**src/rtl/rob_ar_scheduler_pkg.sv**
```systemverilog
// Shared ID/depth definitions for the reorder-buffer front end.
// Pure typedefs and constants: no latency, no flow control.
package reorder_pkg;
  localparam int ID_WIDTH  = 4;
  localparam int ROB_DEPTH = 2**ID_WIDTH;
  typedef logic [ID_WIDTH-1:0] id_t;
endpackage

```
**src/rtl/rob_ar_scheduler_arb.sv**
```systemverilog
// Round-robin arbiter: one-hot grant from req, search starts at the held pointer.
// Grant is combinational; the pointer moves past the winner only when adv is high.
module rr_arbiter #(
  parameter int N = 4
) (
  input  logic         clk,
  input  logic         rst_n,
  input  logic [N-1:0] req,
  input  logic         adv,
  output logic [N-1:0] gnt
);
  localparam int PW = (N > 1) ? $clog2(N) : 1;

  logic [PW-1:0] ptr_q, ptr_d;
  logic [PW:0]   sum;
  logic [PW-1:0] idx;
  logic          found;

  always_comb begin
    gnt   = '0;
    ptr_d = ptr_q;
    found = 1'b0;
    sum   = '0;
    idx   = '0;
    for (int i = 0; i < N; i++) begin
      sum = {1'b0, ptr_q} + (PW+1)'(i);
      if (sum >= (PW+1)'(N)) sum = sum - (PW+1)'(N);
      idx = sum[PW-1:0];
      if (!found && req[idx]) begin
        found    = 1'b1;
        gnt[idx] = 1'b1;
        if (adv) ptr_d = (idx == PW'(N-1)) ? '0 : idx + 1'b1;
      end
    end
  end

  always_ff @(posedge clk or negedge rst_n) begin
    if (!rst_n) ptr_q <= '0;
    else        ptr_q <= ptr_d;
  end
endmodule

```
**src/rtl/rob_ar_scheduler.sv**
```systemverilog
// Shares one ROB among NUM_REQ AXI readers: RR-arbitrated AR (1-cycle to m_arvalid), R routed back with 0 latency.
// AR slot holds under m_arready_i=0; grants stall on in-flight IDs or a full ROB; R stalls on the head requester's RREADY.
module rob_ar_scheduler #(
  parameter int NUM_REQ    = 4,
  parameter int DATA_WIDTH = 8,
  parameter int ROB_DEPTH  = reorder_pkg::ROB_DEPTH
) (
  input  logic                                 clk,
  input  logic                                 rst_n,
  input  logic [NUM_REQ*reorder_pkg::ID_WIDTH-1:0] s_arid_i,
  input  logic [NUM_REQ-1:0]                   s_arvalid_i,
  output logic [NUM_REQ-1:0]                   s_arready_o,
  output logic [DATA_WIDTH-1:0]                s_rdata_o,
  output logic [reorder_pkg::ID_WIDTH-1:0]     s_rid_o,
  output logic [NUM_REQ-1:0]                   s_rvalid_o,
  input  logic [NUM_REQ-1:0]                   s_rready_i,
  output logic [reorder_pkg::ID_WIDTH-1:0]     m_arid_o,
  output logic                                 m_arvalid_o,
  input  logic                                 m_arready_i,
  input  logic [DATA_WIDTH-1:0]                m_rdata_i,
  input  logic [reorder_pkg::ID_WIDTH-1:0]     m_rid_i,
  input  logic                                 m_rvalid_i,
  output logic                                 m_rready_o,
  output logic                                 err_o
);
  import reorder_pkg::*;

  localparam int SW = $clog2(NUM_REQ);
  localparam int PW = $clog2(ROB_DEPTH);
  localparam int CW = PW + 1;

  // run_q keeps every ARREADY low while reset is asserted and for the first cycle after it.
  logic                 run_q, run_d;
  logic                 slot_vld_q, slot_vld_d;
  id_t                  slot_id_q, slot_id_d;
  logic [SW-1:0]        slot_src_q, slot_src_d;
  logic [ROB_DEPTH-1:0] inflight_q, inflight_d;
  logic [CW-1:0]        cnt_q, cnt_d;
  logic [SW-1:0]        fifo_q [ROB_DEPTH];
  logic [SW-1:0]        fifo_d [ROB_DEPTH];
  logic [PW:0]          wptr_q, wptr_d, rptr_q, rptr_d;
  logic                 err_q, err_d;

  logic                 slot_can_load, grant_vld, ar_hs, r_hs, fifo_empty;
  logic [NUM_REQ-1:0]   elig, gnt;
  logic [SW-1:0]        grant_idx, head;
  id_t                  grant_id;

  assign slot_can_load = run_q && (!slot_vld_q || m_arready_i);

  always_comb begin
    elig      = '0;
    grant_idx = '0;
    grant_id  = '0;
    for (int k = 0; k < NUM_REQ; k++) begin
      elig[k] = s_arvalid_i[k] && !inflight_q[s_arid_i[k*ID_WIDTH +: ID_WIDTH]]
                && (cnt_q < CW'(ROB_DEPTH));
      if (gnt[k]) begin
        grant_idx = SW'(k);
        grant_id  = s_arid_i[k*ID_WIDTH +: ID_WIDTH];
      end
    end
  end

  rr_arbiter #(.N(NUM_REQ)) u_arb (
    .clk   (clk),
    .rst_n (rst_n),
    .req   (elig),
    .adv   (slot_can_load),
    .gnt   (gnt)
  );

  assign s_arready_o = gnt & {NUM_REQ{slot_can_load}};
  assign grant_vld   = slot_can_load && (|gnt);
  assign ar_hs       = slot_vld_q && m_arready_i;
  assign fifo_empty  = (wptr_q == rptr_q);
  assign head        = fifo_q[rptr_q[PW-1:0]];

  always_comb begin
    s_rvalid_o       = '0;
    s_rvalid_o[head] = m_rvalid_i && !fifo_empty;
  end

  assign m_rready_o  = !fifo_empty && s_rready_i[head];
  assign r_hs        = m_rvalid_i && m_rready_o;
  assign s_rdata_o   = m_rdata_i;
  assign s_rid_o     = m_rid_i;
  assign m_arvalid_o = slot_vld_q;
  assign m_arid_o    = slot_id_q;
  assign err_o       = err_q;

  always_comb begin
    run_d      = 1'b1;
    slot_vld_d = slot_vld_q;
    slot_id_d  = slot_id_q;
    slot_src_d = slot_src_q;
    if (slot_can_load) begin
      slot_vld_d = grant_vld;
      if (grant_vld) begin
        slot_id_d  = grant_id;
        slot_src_d = grant_idx;
      end
    end
    // Tracking starts at grant time so a duplicate ID is blocked while the slot waits.
    inflight_d = inflight_q;
    if (r_hs)      inflight_d[m_rid_i]  = 1'b0;
    if (grant_vld) inflight_d[grant_id] = 1'b1;
    cnt_d  = cnt_q + CW'(grant_vld) - CW'(r_hs);
    fifo_d = fifo_q;
    wptr_d = wptr_q;
    if (ar_hs) begin
      fifo_d[wptr_q[PW-1:0]] = slot_src_q;
      wptr_d                 = wptr_q + 1'b1;
    end
    rptr_d = r_hs ? rptr_q + 1'b1 : rptr_q;
    err_d  = err_q || (m_rvalid_i && (fifo_empty || !inflight_q[m_rid_i]));
  end

  always_ff @(posedge clk or negedge rst_n) begin
    if (!rst_n) begin
      run_q      <= 1'b0;
      slot_vld_q <= 1'b0;
      slot_id_q  <= '0;
      slot_src_q <= '0;
      inflight_q <= '0;
      cnt_q      <= '0;
      fifo_q     <= '{default: '0};
      wptr_q     <= '0;
      rptr_q     <= '0;
      err_q      <= 1'b0;
    end else begin
      run_q      <= run_d;
      slot_vld_q <= slot_vld_d;
      slot_id_q  <= slot_id_d;
      slot_src_q <= slot_src_d;
      inflight_q <= inflight_d;
      cnt_q      <= cnt_d;
      fifo_q     <= fifo_d;
      wptr_q     <= wptr_d;
      rptr_q     <= rptr_d;
      err_q      <= err_d;
    end
  end
endmodule
```
**config.mk**
```make
export PLATFORM = sky130hd
export DESIGN_NAME = rob_ar_scheduler
export DESIGN_NICKNAME = d
export VERILOG_FILES = /design/src/rtl/rob_ar_scheduler_pkg.sv /design/src/rtl/rob_ar_scheduler_arb.sv /design/src/rtl/rob_ar_scheduler.sv
export SDC_FILE = /design/constraint.sdc
export NUM_CORES = 1
export LEC_CHECK = 0
export CORE_MARGIN = 10
export CORE_UTILIZATION = 51
export CTS_CLUSTER_SIZE = 16
export DETAILED_ROUTE_END_ITERATION = 16
export GPL_TIMING_DRIVEN = 1
export HOLD_SLACK_MARGIN = 0.05
export PLACE_DENSITY = 0.86
export SYNTH_ARGS = -nofsm -noshare
export SYNTH_HDL_FRONTEND = slang
export SYNTH_SLANG_ARGS = --single-unit
```
**constraint.sdc**
```tcl
create_clock -name clk -period 4.9 [get_ports clk]
set_clock_uncertainty 0.05 [all_clocks]
set_input_delay 1.225 -clock clk [delete_from_list [all_inputs] [get_ports clk]]
set_output_delay 1.225 -clock clk [all_outputs]
set_load 0.05 [all_outputs]
```
* After elaboration in Yosys (flattened, before gate mapping)
Cells that the tools add are included.
** Cells by class
- Reduce and logical (&&, ||, !) cells :: 41
- Mux-type cells :: 72
- Bitwise operators :: 10
- Magnitude comparators :: 26
- Add/sub/neg operators :: 15
- Equal/unequal tests :: 5
** Operators with widths (number)
- $mux 2 :: 21
- $bwmux 32 :: 1
- $mux 16 :: 2
- $mux 4 :: 8
- $lt 4x5->1 const B :: 6
- $logic_and 1x1->1 :: 26
- $mux 1 :: 21
- $bmux 1 s4 :: 5
- $and 16x16->16 :: 1
- $not 16->16 :: 1
- $or 16x16->16 :: 1
- $lt 2x3->1 const B :: 5
- $or 4x4->4 :: 3
- $add 5x1->5 const B :: 2
- $bmux 1 s2 :: 5
- $demux 1 s2 :: 5
- $ge 2x1->1 const B :: 5
- $ge 5x5->1 const B :: 2
- $logic_not 1->1 :: 10
- $not 4->5 :: 2
- $ge 3x3->1 const B :: 3
- $add 2x1->2 const B :: 4
- $and 4x4->4 :: 2
- $bmux 2 s4 :: 1
- 16 further kinds :: 27
** Word-level totals
- Logic and storage cells :: 195
- Input bits :: 40
- Flip-flop bits (word level) :: 74
- Output and inout bits :: 27

* Longest topological paths before layout
- Word-level depth :: 27
- Gate-level depth with buffers :: 21
- Depth with buffers taken out :: 18

* Modules after synthesis
Synthesis repeated with hierarchy kept, for this count alone.
** Unflattened totals
- Cells, all modules :: 478
- Area total of the unflattened synthesis :: 5300.1 sq um
** By module, submodules not included
- rob_ar_scheduler :: instances 1, area each 4727.0 sq um, cells each 421, sequential area each 1801.7 sq um
- rr_arbiter :: instances 1, area each 573.0 sq um, cells each 57, sequential area each 50.0 sq um

* Least setup slack after synthesis
OpenSTA, ideal clock, no wires.
- Path type :: input-to-reg
- Start :: in s_arid_i[0] in the netlist's numbering
- End :: reg cnt_q[4]
- Buffers on the path :: 2
- Data required time :: 4.725 ns
- Setup time :: 0.125 ns
- Arrival time :: 5.205 ns
- Slack :: -0.480 ns
- Stages :: 20
- Cells stage by stage :: buf_6 > mux4_2 > a22oi_2 > o211ai_2 > or3_1 > a211o_1 > a21oi_4 > a221oi_1 > clkbuf_1 > a31oi_1 > inv_1 > ha_1 > inv_1 > ha_1 > inv_1 > fa_1 > inv_1 > a21o_1 > a21oi_1 > xnor2_1
** Between the ends
- Cells in the longest elaborated chain, start to end :: 21
- Elaborated cells on any way between the ends :: 33
- Those cells by class :: 2 x add/sub; 17 x mux; 3 x bitwise; 11 x reduce/logical
** RTL lines
- start: declaration :: RTL line rob_ar_scheduler.sv:10 : input logic [NUM_REQ*reorder_pkg::ID_WIDTH-1:0] s_arid_i,
- $bmux 1 s4 (*) :: RTL line rob_ar_scheduler.sv:56 : elig[k] = s_arvalid_i[k] && !inflight_q[s_arid_i[k*ID_WIDTH +: ID_WIDTH]]
- $mux 1 (implied by the code) (*) :: RTL line rob_ar_scheduler.sv:56
- $logic_not 1->1 (*) :: RTL line rob_ar_scheduler.sv:56
- $logic_and 1x1->1 (*) :: RTL line rob_ar_scheduler.sv:56
- $logic_and 1x1->1 (*) :: RTL line rob_ar_scheduler.sv:57 : && (cnt_q < CW'(ROB_DEPTH));
- $bmux 1 s2 :: RTL line rob_ar_scheduler_arb.sv:29 : if (!found && req[idx]) begin
- $mux 1 (implied by the code) :: RTL line rob_ar_scheduler_arb.sv:29
- $mux 1 :: RTL line rob_ar_scheduler_arb.sv:29
- (+6 left out)
- $logic_not 1->1 :: RTL line rob_ar_scheduler_arb.sv:29
- $logic_and 1x1->1 :: RTL line rob_ar_scheduler_arb.sv:29
- $mux 4 (*) :: RTL line rob_ar_scheduler_arb.sv:29
- $reduce_or 4->1 (*) :: RTL line rob_ar_scheduler.sv:74 : assign grant_vld = slot_can_load && (|gnt);
- $logic_and 1x1->1 (*) :: RTL line rob_ar_scheduler.sv:74
- $add 5x1->5 (*) :: RTL line rob_ar_scheduler.sv:108 : cnt_d = cnt_q + CW'(grant_vld) - CW'(r_hs);
- $sub 5x1->5 (*) :: RTL line rob_ar_scheduler.sv:108
- net cnt_d[4] :: RTL line rob_ar_scheduler.sv:38 : logic [CW-1:0] cnt_q, cnt_d;
- end signal: assignment :: RTL line rob_ar_scheduler.sv:137 : cnt_q <= cnt_d;
- end: declaration :: RTL line rob_ar_scheduler.sv:38
Mark *: on every way through the listed nets, which the timed path passes. The rest lies on a longest branch. The select of a mux whose other input is x is not followed.
A chain may end at the register's enable or synchronous reset.

* Final worst setup path
- Start :: in s_arid_i[10] in the netlist's numbering
- End :: out s_arready_o[3]
** Between the ends
- Cells in the longest elaborated chain, start to end :: 18
- Elaborated cells on any way between the ends :: 30
- Those cells by class :: 17 x mux; 4 x bitwise; 9 x reduce/logical
** RTL lines
- $bmux 1 s4 (*) :: RTL line rob_ar_scheduler.sv:56
- $mux 1 (implied by the code) (*) :: RTL line rob_ar_scheduler.sv:56
- $logic_not 1->1 (*) :: RTL line rob_ar_scheduler.sv:56
- $logic_and 1x1->1 (*) :: RTL line rob_ar_scheduler.sv:56
- $logic_and 1x1->1 (*) :: RTL line rob_ar_scheduler.sv:57
- $bmux 1 s2 :: RTL line rob_ar_scheduler_arb.sv:29
- $mux 1 (implied by the code) :: RTL line rob_ar_scheduler_arb.sv:29
- $mux 1 :: RTL line rob_ar_scheduler_arb.sv:29
- (+2 left out)
- $mux 1 :: RTL line rob_ar_scheduler_arb.sv:29
- $logic_not 1->1 :: RTL line rob_ar_scheduler_arb.sv:29
- $logic_and 1x1->1 :: RTL line rob_ar_scheduler_arb.sv:29
- $mux 1 :: RTL line rob_ar_scheduler_arb.sv:29
- $logic_not 1->1 :: RTL line rob_ar_scheduler_arb.sv:29
- $logic_and 1x1->1 :: RTL line rob_ar_scheduler_arb.sv:29
- $mux 4 (*) :: RTL line rob_ar_scheduler_arb.sv:29
- $and 4x4->4 (*) :: RTL line rob_ar_scheduler.sv:73 : assign s_arready_o = gnt & {NUM_REQ{slot_can_load}};
- end: declaration :: RTL line rob_ar_scheduler.sv:12 : output logic [NUM_REQ-1:0] s_arready_o,
Mark *: on every way between the ends. The rest lies on a longest branch, timed or not. The select of a mux whose other input is x is not followed.

==> results.yml <==
die:
  die_y_um: 120
  placementRows: 36
  num_io_pins: 67
  die_width_um: 120
  design.die.area_sq_mm: 0.0145
  start_util_pct: 52.4
  fp.coreArea_sq_mm: 0.00977
power:
  p_total_mw: 5.07
  power.density_mw_per_mm2: 744
  peakVddDrop_mv: 0.477
  p_leak_nw: 2.98
synth:
  synth_nets: 525
  yosysMostFrequentCell: "dfrtp_1"
  yosys_warnings: 0
  syn_inst: 469
  avgSynthCellArea_sq_um: 10.9
  synth_ff_type: "dfrtp_1"
  async_flop_share_pct: 100
  ys_top_cells_by_area: "dfrtp_1 36%, mux4_2 12%, mux2_2 8.1%"
  synth_largest_area_cell: "dfrtp_1"
  synth_top_area_share_pct: 36.1
  synth-edff-count: 0
  ys_seq_area_share_pct: 36.1
  synth_area_sq_mm: 0.00512
  ys_types: 64
  synth-seq-cells: 74
  synthTopCellsByCount: "74 x dfrtp_1, 37 x mux2_2, 31 x nor2_1, 28 x o21ai_0, 27 x mux4_2"
critical_path:
  critPathRequiredTime_ps: 3620
  worst-path-buf-inv: 4
  slowest_stage: "a221oi_2"
  path_cells: "dlygate4sd2_1 -> mux4_2 -> a22oi_2 -> o2111ai_2 -> buf_4 -> a21oi_4 -> nand3b_1 -> a21oi_4 -> buf_4 -> a221oi_2 -> nor2_4 -> buf_8"
  arrival_ps: 3810
  cpLargestDelayFamily: "compound AO/OA/AOI/OAI gates"
  worstSetupPathType: "in -> out"
  start_kind: "input port"
  critPathMaxStageDelay_ps: 440
  critical_path_peak_fanout: 4
  cp-end-kind: "output port"
cells_and_area:
  final_util_pct: 69.8
  area_growth_syn_to_layout_pct: 33.0
  nets: 647
  drive_above_1_share_pct: 39.8
  antenna_cells: 0
drt:
  drc: 0
  drtIter0Drc: 459
  vias_per_cell: 6.62
  wl_per_cell_um: 22.4
  ant_nets: 0
  num_vias: 4825
  totalWireLength_mm: 16.4
  first_pass_iters: 7
global_route:
  grt_first_pass_wirelength_mm: 24.1
  track_usage_pct: 20.7
  first_global_vias: 4750
  grt_max_degree: 42
  grt_antenna_before_repair: 0
  grt-ovfl-total: 0
sta:
  max_freq_mhz: 197
  period_share_pct: 104
  setup_viol: 17
  hold_viol: 0
  tightest_slew_ps: 1250
  fin_setup_tns_ps: -1210
  maxSlewViolCount: 0
  final.setup.worst_slack_ps: -188
  holdWs_ps: 415
  slew_headroom_pct: 15.7
  period_minus_slack_ps: 5090
  rsz0062_at_grt: "yes"
job:
  cap_violations: 0
clock_network:
  cts_hold_buf: 0
  cts_buffer_depth: 2
  cts_buffers: 9
  clk_latency_ps: 360
  cts_root_buf: "clkbuf_8"
  path_clk_slew_ps: 90
  htree_levels: 3
  cts.sinks: 74
  tritoncts: "yes"
place:
  dp_hpwl_mm: 10.7
  port_buffers: 50
  place_congestion: 0.960
outcome:
  violations: "negative setup slack"
  status: "finished, violations left"
min_path:
  min_path_type: "reg -> reg"
## worst paths after layout
path	slack [ps]	from	cells past startpoint	endpoint
worst min register to register	410	err_o	1	err_o
min in group asynchronous	870	rst_n	1	rptr_q[1]
worst max register to register	320	inflight_q[0]	22	cnt_q[4]
worst min-delay path	410	err_o	1	err_o
max in group asynchronous	2920	rst_n	2	fifo_q[28]
worst max-delay path	-190	s_arid_i[10]	12	s_arready_o[3]
## registers in the layout, summed over array words and instances, names as in the netlist, 2 cells and up
signal       flops
cnt_q            5
fifo_q          32
inflight_q      16
m_arid_o         4
rptr_q           5
slot_src_q       2
u_arb.ptr_q      2
wptr_q           5
## power by group
group	switching, mW	total [mW]	internal, mW
registers	0.349	1.22	0.874
clock network	0.266	0.462	0.196
logic	1.85	3.39	1.54
## through the flow
stage | cell area (sq um) | setup WS [ps] | instances
after floorplan | 5240 | -209 | 469
after global placement | 6130 | -745 | 677
after detailed placement | 6130 | -862 | 677
after CTS | 6500 | -185 | 711
after global routing | 6820 | -310 | 729
final | 6820 | -188 | 729
## cells by family after synthesis
kind of cell / after synthesis / synth area share, %
AOI/OAI and AO/OA: 121 / 17.7
and+or+nand+nor: 103 / 10.1
muxes: 80 / 23.2
DFF: 74 / 36.1
buffers and inverters: 56 / 5.59
xor gates and xnor gates: 18 / 3.08
adders and majority gates: 16 / 4.05
other: 1 / 0.0732
## worst reg2reg max path, cell delays in order (launching register included)
cell      delay (ps)
dfrtp_1          500
mux4_2           520
a22oi_2          240
o211ai_2         160
buf_4            180
mux2i_4          170
buf_4            150
nand3b_1         180
a21oi_4          100
buf_4            160
a221oi_2         440
buf_4            210
a31oi_4           90
inv_2            140
ha_4             210
inv_2             60
ha_4             130
inv_2             40
fa_2             360
inv_2             70
a21o_1           130
a21oi_2           60
xnor2_1          120
## per-layer routing
metal | part of all wire [%] | GRT usage (%) | vias to the layer above | wire [um]
met5 | 0 | 0 | - | 0
met4 | 4.5 | 8.75 | 0 | 733
met3 | 9.2 | 4.37 | 83 | 1500
met2 | 50 | 36.2 | 319 | 8180
met1 | 36 | 24.0 | 2392 | 5950
li1 | - | - | 2031 | -
## final cells by class
type | instances | area, sq um
multi-input cells | 340 | 3280
repair buffers | 147 | 1260
clock inverters | 7 | 62.6
clock buffers | 9 | 124
well taps | 133 | 166
fillers | 644 | 2960
flip-flops and latches | 74 | 1850
inverters | 19 | 71.3
## cell usage in the layout, fill, tap and decap left out, types with 6 or more instances in the layout
master and count:
a21oi_1 8, o41ai_2 6, clkdlybuf4s50_1 30, dfrtp_1 74
nand3_1 8, inv_1 14, ha_1 13, a21o_1 6
o41ai_1 9, mux4_2 27, nand4_1 7, nand2b_1 8
clkbuf_8 9, o31ai_1 7, nor2_1 28, xnor2_1 13
buf_4 96, mux2i_1 10, o21ai_0 24, mux2_2 37
nand2_1 22
## what timing repair did
action                     CTS  global route
setup endpoints to repair   27            26
pin swaps                   20            35
cloned                       0             1
buffers inserted            19            21
gates resized for setup     41            43
No activity file was read; power rests on OpenSTA's default activity.
